--- src/rtl/axi4_burst_addr_gen.sv ---
// Expands one AXI4 address-channel request into per-beat address, strobe, index and last flag.
// Illegal requests are rejected with a one-cycle error pulse instead of producing beats.
module axi4_burst_addr_gen #(
  parameter int ADDRESS_WIDTH  = 32,
  parameter int DATA_WIDTH     = 64,
  parameter int ID_WIDTH       = 4,
  parameter int BOUNDARY_BYTES = 4096
) (
  input  logic                     aclk,
  input  logic                     areset,
  input  logic                     req_valid,
  output logic                     req_ready,
  input  logic [ADDRESS_WIDTH-1:0] req_addr,
  input  logic [7:0]               req_len,
  input  logic [2:0]               req_size,
  input  logic [1:0]               req_burst,
  input  logic [ID_WIDTH-1:0]      req_id,
  output logic                     beat_valid,
  input  logic                     beat_ready,
  output logic [ADDRESS_WIDTH-1:0] beat_addr,
  output logic [DATA_WIDTH/8-1:0]  beat_strb,
  output logic [7:0]               beat_idx,
  output logic                     beat_last,
  output logic [ID_WIDTH-1:0]      beat_id,
  output logic                     err_valid,
  output logic [2:0]               err_code
);

  localparam int NB      = DATA_WIDTH / 8;
  localparam int LOG_NB  = $clog2(NB);
  localparam int LOG_BND = $clog2(BOUNDARY_BYTES);
  localparam logic [ADDRESS_WIDTH-1:0] NB_MASK = ADDRESS_WIDTH'(NB - 1);
  localparam logic [ADDRESS_WIDTH-1:0] ONE     = ADDRESS_WIDTH'(1);

  localparam logic [1:0] BURST_FIXED = 2'b00;
  localparam logic [1:0] BURST_INCR  = 2'b01;
  localparam logic [1:0] BURST_WRAP  = 2'b10;

  typedef enum logic {IDLE, BURST} state_t;

  state_t                   state;
  logic [7:0]               len_r;
  logic [1:0]               burst_r;
  logic [ADDRESS_WIDTH-1:0] bytes_r;
  logic [ADDRESS_WIDTH-1:0] wrap_base_r;
  logic [ADDRESS_WIDTH-1:0] wrap_end_r;

  logic [ADDRESS_WIDTH-1:0] req_bytes;
  logic [ADDRESS_WIDTH-1:0] req_align;
  logic [ADDRESS_WIDTH-1:0] req_span;
  logic [ADDRESS_WIDTH-1:0] incr_end;
  logic [ADDRESS_WIDTH-1:0] wrap_base;
  logic [2:0]               check_code;
  logic [ADDRESS_WIDTH-1:0] wrap_step;
  logic [ADDRESS_WIDTH-1:0] next_addr;
  logic [NB-1:0]            next_strb;

  // Lanes from the address offset up to the end of the size-aligned beat.
  function automatic logic [NB-1:0] lane_mask(input logic [ADDRESS_WIDTH-1:0] a,
                                              input logic [ADDRESS_WIDTH-1:0] nbytes);
    logic [ADDRESS_WIDTH-1:0] lo;
    logic [ADDRESS_WIDTH-1:0] hi;
    lane_mask = '0;
    lo = a & NB_MASK;
    hi = ((a & ~(nbytes - ONE)) & NB_MASK) + nbytes - ONE;
    for (int k = 0; k < NB; k++)
      lane_mask[k] = (ADDRESS_WIDTH'(k) >= lo) && (ADDRESS_WIDTH'(k) <= hi);
  endfunction

  always_comb begin
    req_bytes  = ONE << req_size;
    req_align  = req_addr & ~(req_bytes - ONE);
    req_span   = ADDRESS_WIDTH'({1'b0, req_len} + 9'd1) << req_size;
    incr_end   = req_align + req_span - ONE;
    wrap_base  = req_addr & ~(req_span - ONE);
    check_code = 3'd0;
    if (int'(req_size) > LOG_NB)
      check_code = 3'd1;
    else if (req_burst == 2'b11)
      check_code = 3'd2;
    else if (req_burst == BURST_WRAP && !(req_len == 8'd1 || req_len == 8'd3 ||
                                          req_len == 8'd7 || req_len == 8'd15))
      check_code = 3'd3;
    else if (req_burst == BURST_WRAP && (req_addr & (req_bytes - ONE)) != '0)
      check_code = 3'd4;
    else if (req_burst == BURST_INCR && (incr_end >> LOG_BND) != (req_addr >> LOG_BND))
      check_code = 3'd5;
    else if (req_burst == BURST_FIXED && req_len > 8'd15)
      check_code = 3'd6;
  end

  // Address and strobe of the beat that follows the one currently presented.
  always_comb begin
    wrap_step = beat_addr + bytes_r;
    case (burst_r)
      BURST_INCR: next_addr = (beat_addr & ~(bytes_r - ONE)) + bytes_r;
      BURST_WRAP: next_addr = (wrap_step == wrap_end_r) ? wrap_base_r : wrap_step;
      default:    next_addr = beat_addr;
    endcase
    next_strb = (burst_r == BURST_FIXED) ? beat_strb : lane_mask(next_addr, bytes_r);
  end

  always_ff @(posedge aclk) begin
    if (areset) begin
      state       <= IDLE;
      req_ready   <= 1'b0;
      beat_valid  <= 1'b0;
      beat_addr   <= '0;
      beat_strb   <= '0;
      beat_idx    <= '0;
      beat_last   <= 1'b0;
      beat_id     <= '0;
      err_valid   <= 1'b0;
      err_code    <= '0;
      len_r       <= '0;
      burst_r     <= '0;
      bytes_r     <= '0;
      wrap_base_r <= '0;
      wrap_end_r  <= '0;
    end else begin
      err_valid <= 1'b0;
      err_code  <= '0;
      case (state)
        IDLE: begin
          req_ready <= 1'b1;
          if (req_valid && req_ready) begin
            if (check_code != 3'd0) begin
              err_valid <= 1'b1;
              err_code  <= check_code;
            end else begin
              state       <= BURST;
              req_ready   <= 1'b0;
              beat_valid  <= 1'b1;
              beat_addr   <= req_addr;
              beat_strb   <= lane_mask(req_addr, req_bytes);
              beat_idx    <= 8'd0;
              beat_last   <= (req_len == 8'd0);
              beat_id     <= req_id;
              len_r       <= req_len;
              burst_r     <= req_burst;
              bytes_r     <= req_bytes;
              wrap_base_r <= wrap_base;
              wrap_end_r  <= wrap_base + req_span;
            end
          end
        end
        BURST: begin
          if (beat_valid && beat_ready) begin
            if (beat_last) begin
              state      <= IDLE;
              beat_valid <= 1'b0;
              beat_last  <= 1'b0;
              req_ready  <= 1'b1;
            end else begin
              beat_addr <= next_addr;
              beat_strb <= next_strb;
              beat_idx  <= beat_idx + 8'd1;
              beat_last <= (beat_idx + 8'd1 == len_r);
            end
          end
        end
        default: state <= IDLE;
      endcase
    end
  end

endmodule

--- config.mk ---
export PLATFORM = sky130hd
export DESIGN_NAME = axi4_burst_addr_gen
export DESIGN_NICKNAME = d
export VERILOG_FILES = /design/src/rtl/axi4_burst_addr_gen.sv
export SDC_FILE = /design/constraint.sdc
export NUM_CORES = 1
export LEC_CHECK = 0
export ABC_AREA = 1
export CAP_MARGIN = 40
export CORE_MARGIN = 4
export CORE_UTILIZATION = 63
export CTS_BUF_LIST = sky130_fd_sc_hd__clkbuf_8
export DETAILED_ROUTE_END_ITERATION = 6
export PLACE_DENSITY_LB_ADDON = 0.3
export SYNTH_ARGS = -nofsm -noshare
export SYNTH_HDL_FRONTEND = slang
export SYNTH_SLANG_ARGS = --single-unit
--- constraint.sdc ---
create_clock -name aclk -period 8 [get_ports aclk]
set_clock_uncertainty 0.15 [all_clocks]
set_input_delay 2.4 -clock aclk [delete_from_list [all_inputs] [get_ports aclk]]
set_output_delay 2.4 -clock aclk [all_outputs]
set_load 0.02 [all_outputs]
==> results.md <==
* Sw Ratio at 0.4353
* Hold Crit Class: flop to flop
* Area contributors post-synth: nand2_1, dfxtp_1, nor2_1
* Cell taking the most area after synthesis: nand2_1
* Drt initial violations at 2164
* Count of cell types in the netlist at 53
* CP Buf/Inv Count at 5
* Arr. time, crit path at 7.76 ns
* Vias in the first global route at 18678
* First-pass DRT Iterations at 7
* Worst Slack Setup Final at 0.4691 ns
* Power Total at 0.002266 W
* Largest net degree at the start of global routing at 91
* Slew Limit Fails at 0
* Worst reg2reg path depth at 43
* Design Area, Final at 0.01879 sq mm
* Die H at 171.2 microns
* # rows at 59
* Status: finished, violations left
* Cells after synthesis at 3040
* Initial antenna violation count at 0
* Delay of the slowest critical-path stage at 0.55 ns
* WP data required at 8.23 ns
* Flop pwr share at 0.323
* GR Util met2 at 0.6412
* Unrepaired setup endpoints after global routing: no
* Clk_lat worst skew at 0.47 ns
* Highest Clock Rate at 132.8 MHz
* Starting density of the core at 0.6422
* Top cell by count, worst path: nand2_1
* Syn Area/Cell at 5.521 sq um
* Critical R2R Capture: beat_strb[2]$_SDFFE_PP0P_
* Total Wirelength at 59.80 mm
* Placed Cells at 3457
* Sequential fraction of the synthesis area at 0.1694
* IO Count at 112
* Crit-path max FO at 22
* Number of port buffers at 111
* Register bit count reported by yosys at 142
* Detailed placement HPWL at 48.27 mm
* CTS Buf Count at 17
* Clock Power Share at 0.251
* Fin util at 0.7189
* Combinational Power Share at 0.426
* Crit path launch: req_len[1]
* Via count at 20455
* Fin crit period at 7.531 ns
* Worst-Margin Slew at 0.8393 ns
* Post-synth ARST share at 0
* Die X at 171.2 microns
* Post-synth EDFFs at 0
* Internal at 0.001280 W
* Dpl ws at -0.1386 ns
* Syn nets at 3195
* Core box area at 0.02613 sq mm
* Clock sinks at 142
* P_sw at 0.0009866 W
* Drt drc at 2
* Wire length per cell at 17.13 microns
* R2R Setup Slk at 1.10 ns
* CTS tree: done
* Hold_buf cts at 0
* Total setup buffers inserted after CTS at 0
* Clock Pin Slew Worst Setup and Hold Paths at 0.09 ns
* First-pass GRT wire length at 94.45 mm
* CP Capture Point: beat_addr[19]$_SDFFE_PP0P_
* Post_cts resized at 0
* Critical path class: input pin to flop
* Worst vdd ir at 0.1023 mV
* Final setup fails at 0
* Share of cells above drive strength 1 at 0.05517
* Vias per inst at 5.861
* Leakage at 9.034 nW
* Crit start category: input pin
* Post-DRT Antenna Nets at 0
* Root Buffer Master: clkbuf_8
* Met1 usage at 0.5318
* GRT Max-Usage Layer: met2
* Family with the most delay on the worst path: simple AND/OR/NAND/NOR gates
* Post-Syn Area at 0.01678 sq mm
* Post-synth top area share at 0.1950
* RR Startpoint: bytes_r[0]$_SDFFE_PP0P_
* Final critical-path share of the clock period at 0.9414
* Syn-to-layout area delta at 11.93%
* Total track usage at 0.3989
* Most frequent cells in the layout: nand2_1, nor2_1, inv_1
* Synth Flop Type: dfxtp_1
* Overflow after GRT at 0
* Nets at 3296
* Clk buf depth at 2
* Die ar. at 0.02932 sq mm
* Failing checks: DRC
* Worst Setup End Kind: flop
* Met3 Use GR at 0.06642
* Multi-input gate area at 0.01196 sq mm
* Fin cells at 3490
* Max-slew headroom at 0.4405
* Slowest stage cell, crit path: clkdlybuf4s50_1
* H-tree Lvls at 4
* Max-cap violations at 0
* Register area at 0.002843 sq mm
* Routability cong. at 1.076
* Final Hold Fails at 0
* YS warnings at 0
* Crit path depth at 38
* Fillers at 2319
* Area after DPL at 0.01837 sq mm
* Pwr/cell area at 120.6 mW/mm^2
* Most common cell after layout, fill and taps aside: nand2_1
==> per-layer routing <==
layer / wire [microns] / vias up
met5: 0 / -
met4: 2528 / 0
met3: 6526 / 169
met2: 26520 / 1186
met1: 24230 / 9145
li1: - / 9955
==> stage by stage <==
| step | hold slack [ns] | setup TNS (ns) |
|---|---|---|
| after global routing | 0.3310 | 0 |
| after detailed placement | 0.3061 | -3.145 |
| after floorplan | 0.2885 | 0 |
| after global placement | 0.3043 | 0 |
| after CTS | 0.3190 | 0 |
| final | 0.3173 | 0 |
==> cells by family after synthesis <==
logic type,after synthesis,share of synthesized area
xor gates and xnor gates,73,0.04145
AOI/OAI and AO/OA,457,0.1490
adders and majority gates,102,0.07738
DFF,142,0.1694
buffers and inverters,508,0.1197
and+or+nand+nor,1758,0.4431
==> state kept, by name, summed over array words and instances (netlist names) <==
name,count
err_code,3
state,1
beat_strb,8
wrap_end_r,32
err_valid,1
req_ready,1
bytes_r,8
wrap_base_r,32
beat_idx,8
beat_valid,1
beat_last,1
beat_id,4
beat_addr,32
len_r,8
burst_r,2
==> cell usage after synthesis (13+ instances only) <==
master and number:
nor2_1 444, nor3_1 45, dfxtp_1 142, o21ai_0 150, nand3_1 250, a21oi_2 13, inv_1 400, ha_1 99
nand2_1 872, buf_2 13, clkbuf_1 47, a21oi_1 156, o211ai_1 16, o21ai_1 77, nand4_1 48, nand2_2 19
xnor2_1 19, inv_2 22, nand3b_1 27, xor2_1 50
==> worst min path at each step <==
stage	end	start	depth (start not counted)	slack (ns)
3_5_place_dp	wrap_base_r[28]$_SDFFE_PP0P_	wrap_base_r[28]$_SDFFE_PP0P_	2	0.31
4_1_cts	wrap_base_r[28]$_SDFFE_PP0P_	wrap_base_r[28]$_SDFFE_PP0P_	2	0.32
5_1_grt	wrap_base_r[1]$_SDFFE_PP0P_	wrap_base_r[1]$_SDFFE_PP0P_	2	0.33
2_1_floorplan	wrap_base_r[18]$_SDFFE_PP0P_	wrap_base_r[18]$_SDFFE_PP0P_	2	0.29
3_3_place_gp	wrap_base_r[1]$_SDFFE_PP0P_	wrap_base_r[1]$_SDFFE_PP0P_	2	0.30
6_report	wrap_base_r[28]$_SDFFE_PP0P_	wrap_base_r[28]$_SDFFE_PP0P_	2	0.32
==> power groups by stage <==
| stage | logic (W) | clock network [W] | registers (W) |
|---|---|---|---|
| after detailed placement | 0.000927 | 0 | 0.000749 |
| after floorplan | 0.000644 | 0 | 0.000751 |
| final | 0.000965 | 0.000568 | 0.000733 |
| after global placement | 0.000913 | 0 | 0.000748 |
| after CTS | 0.000933 | 0.000571 | 0.000732 |
| after global routing | 0.00107 | 0.000601 | 0.000734 |
==> worst register-to-register path, delay by kind of cell (launching register included) <==
| family | cells | cell delay, ns |
|---|---|---|
| AND/OR/NAND/NOR | 29 | 3.20 |
| AO/OA/AOI/OAI | 6 | 1.19 |
| flip-flops | 1 | 0.57 |
| adder cells (fa/ha/maj) | 4 | 1.38 |
| buffers and inverters | 4 | 0.31 |
==> layout make-up <==
class | instances | area share
multi-input cells | 2390 | 0.6369
diodes | 1 | 0.0001332
clock inverters | 14 | 0.007660
flip-flops and latches | 142 | 0.1513
well taps | 335 | 0.02231
inverters | 430 | 0.08592
repair buffers | 160 | 0.08259
clock buffers | 18 | 0.01319
(Power assumes the default switching activity.)
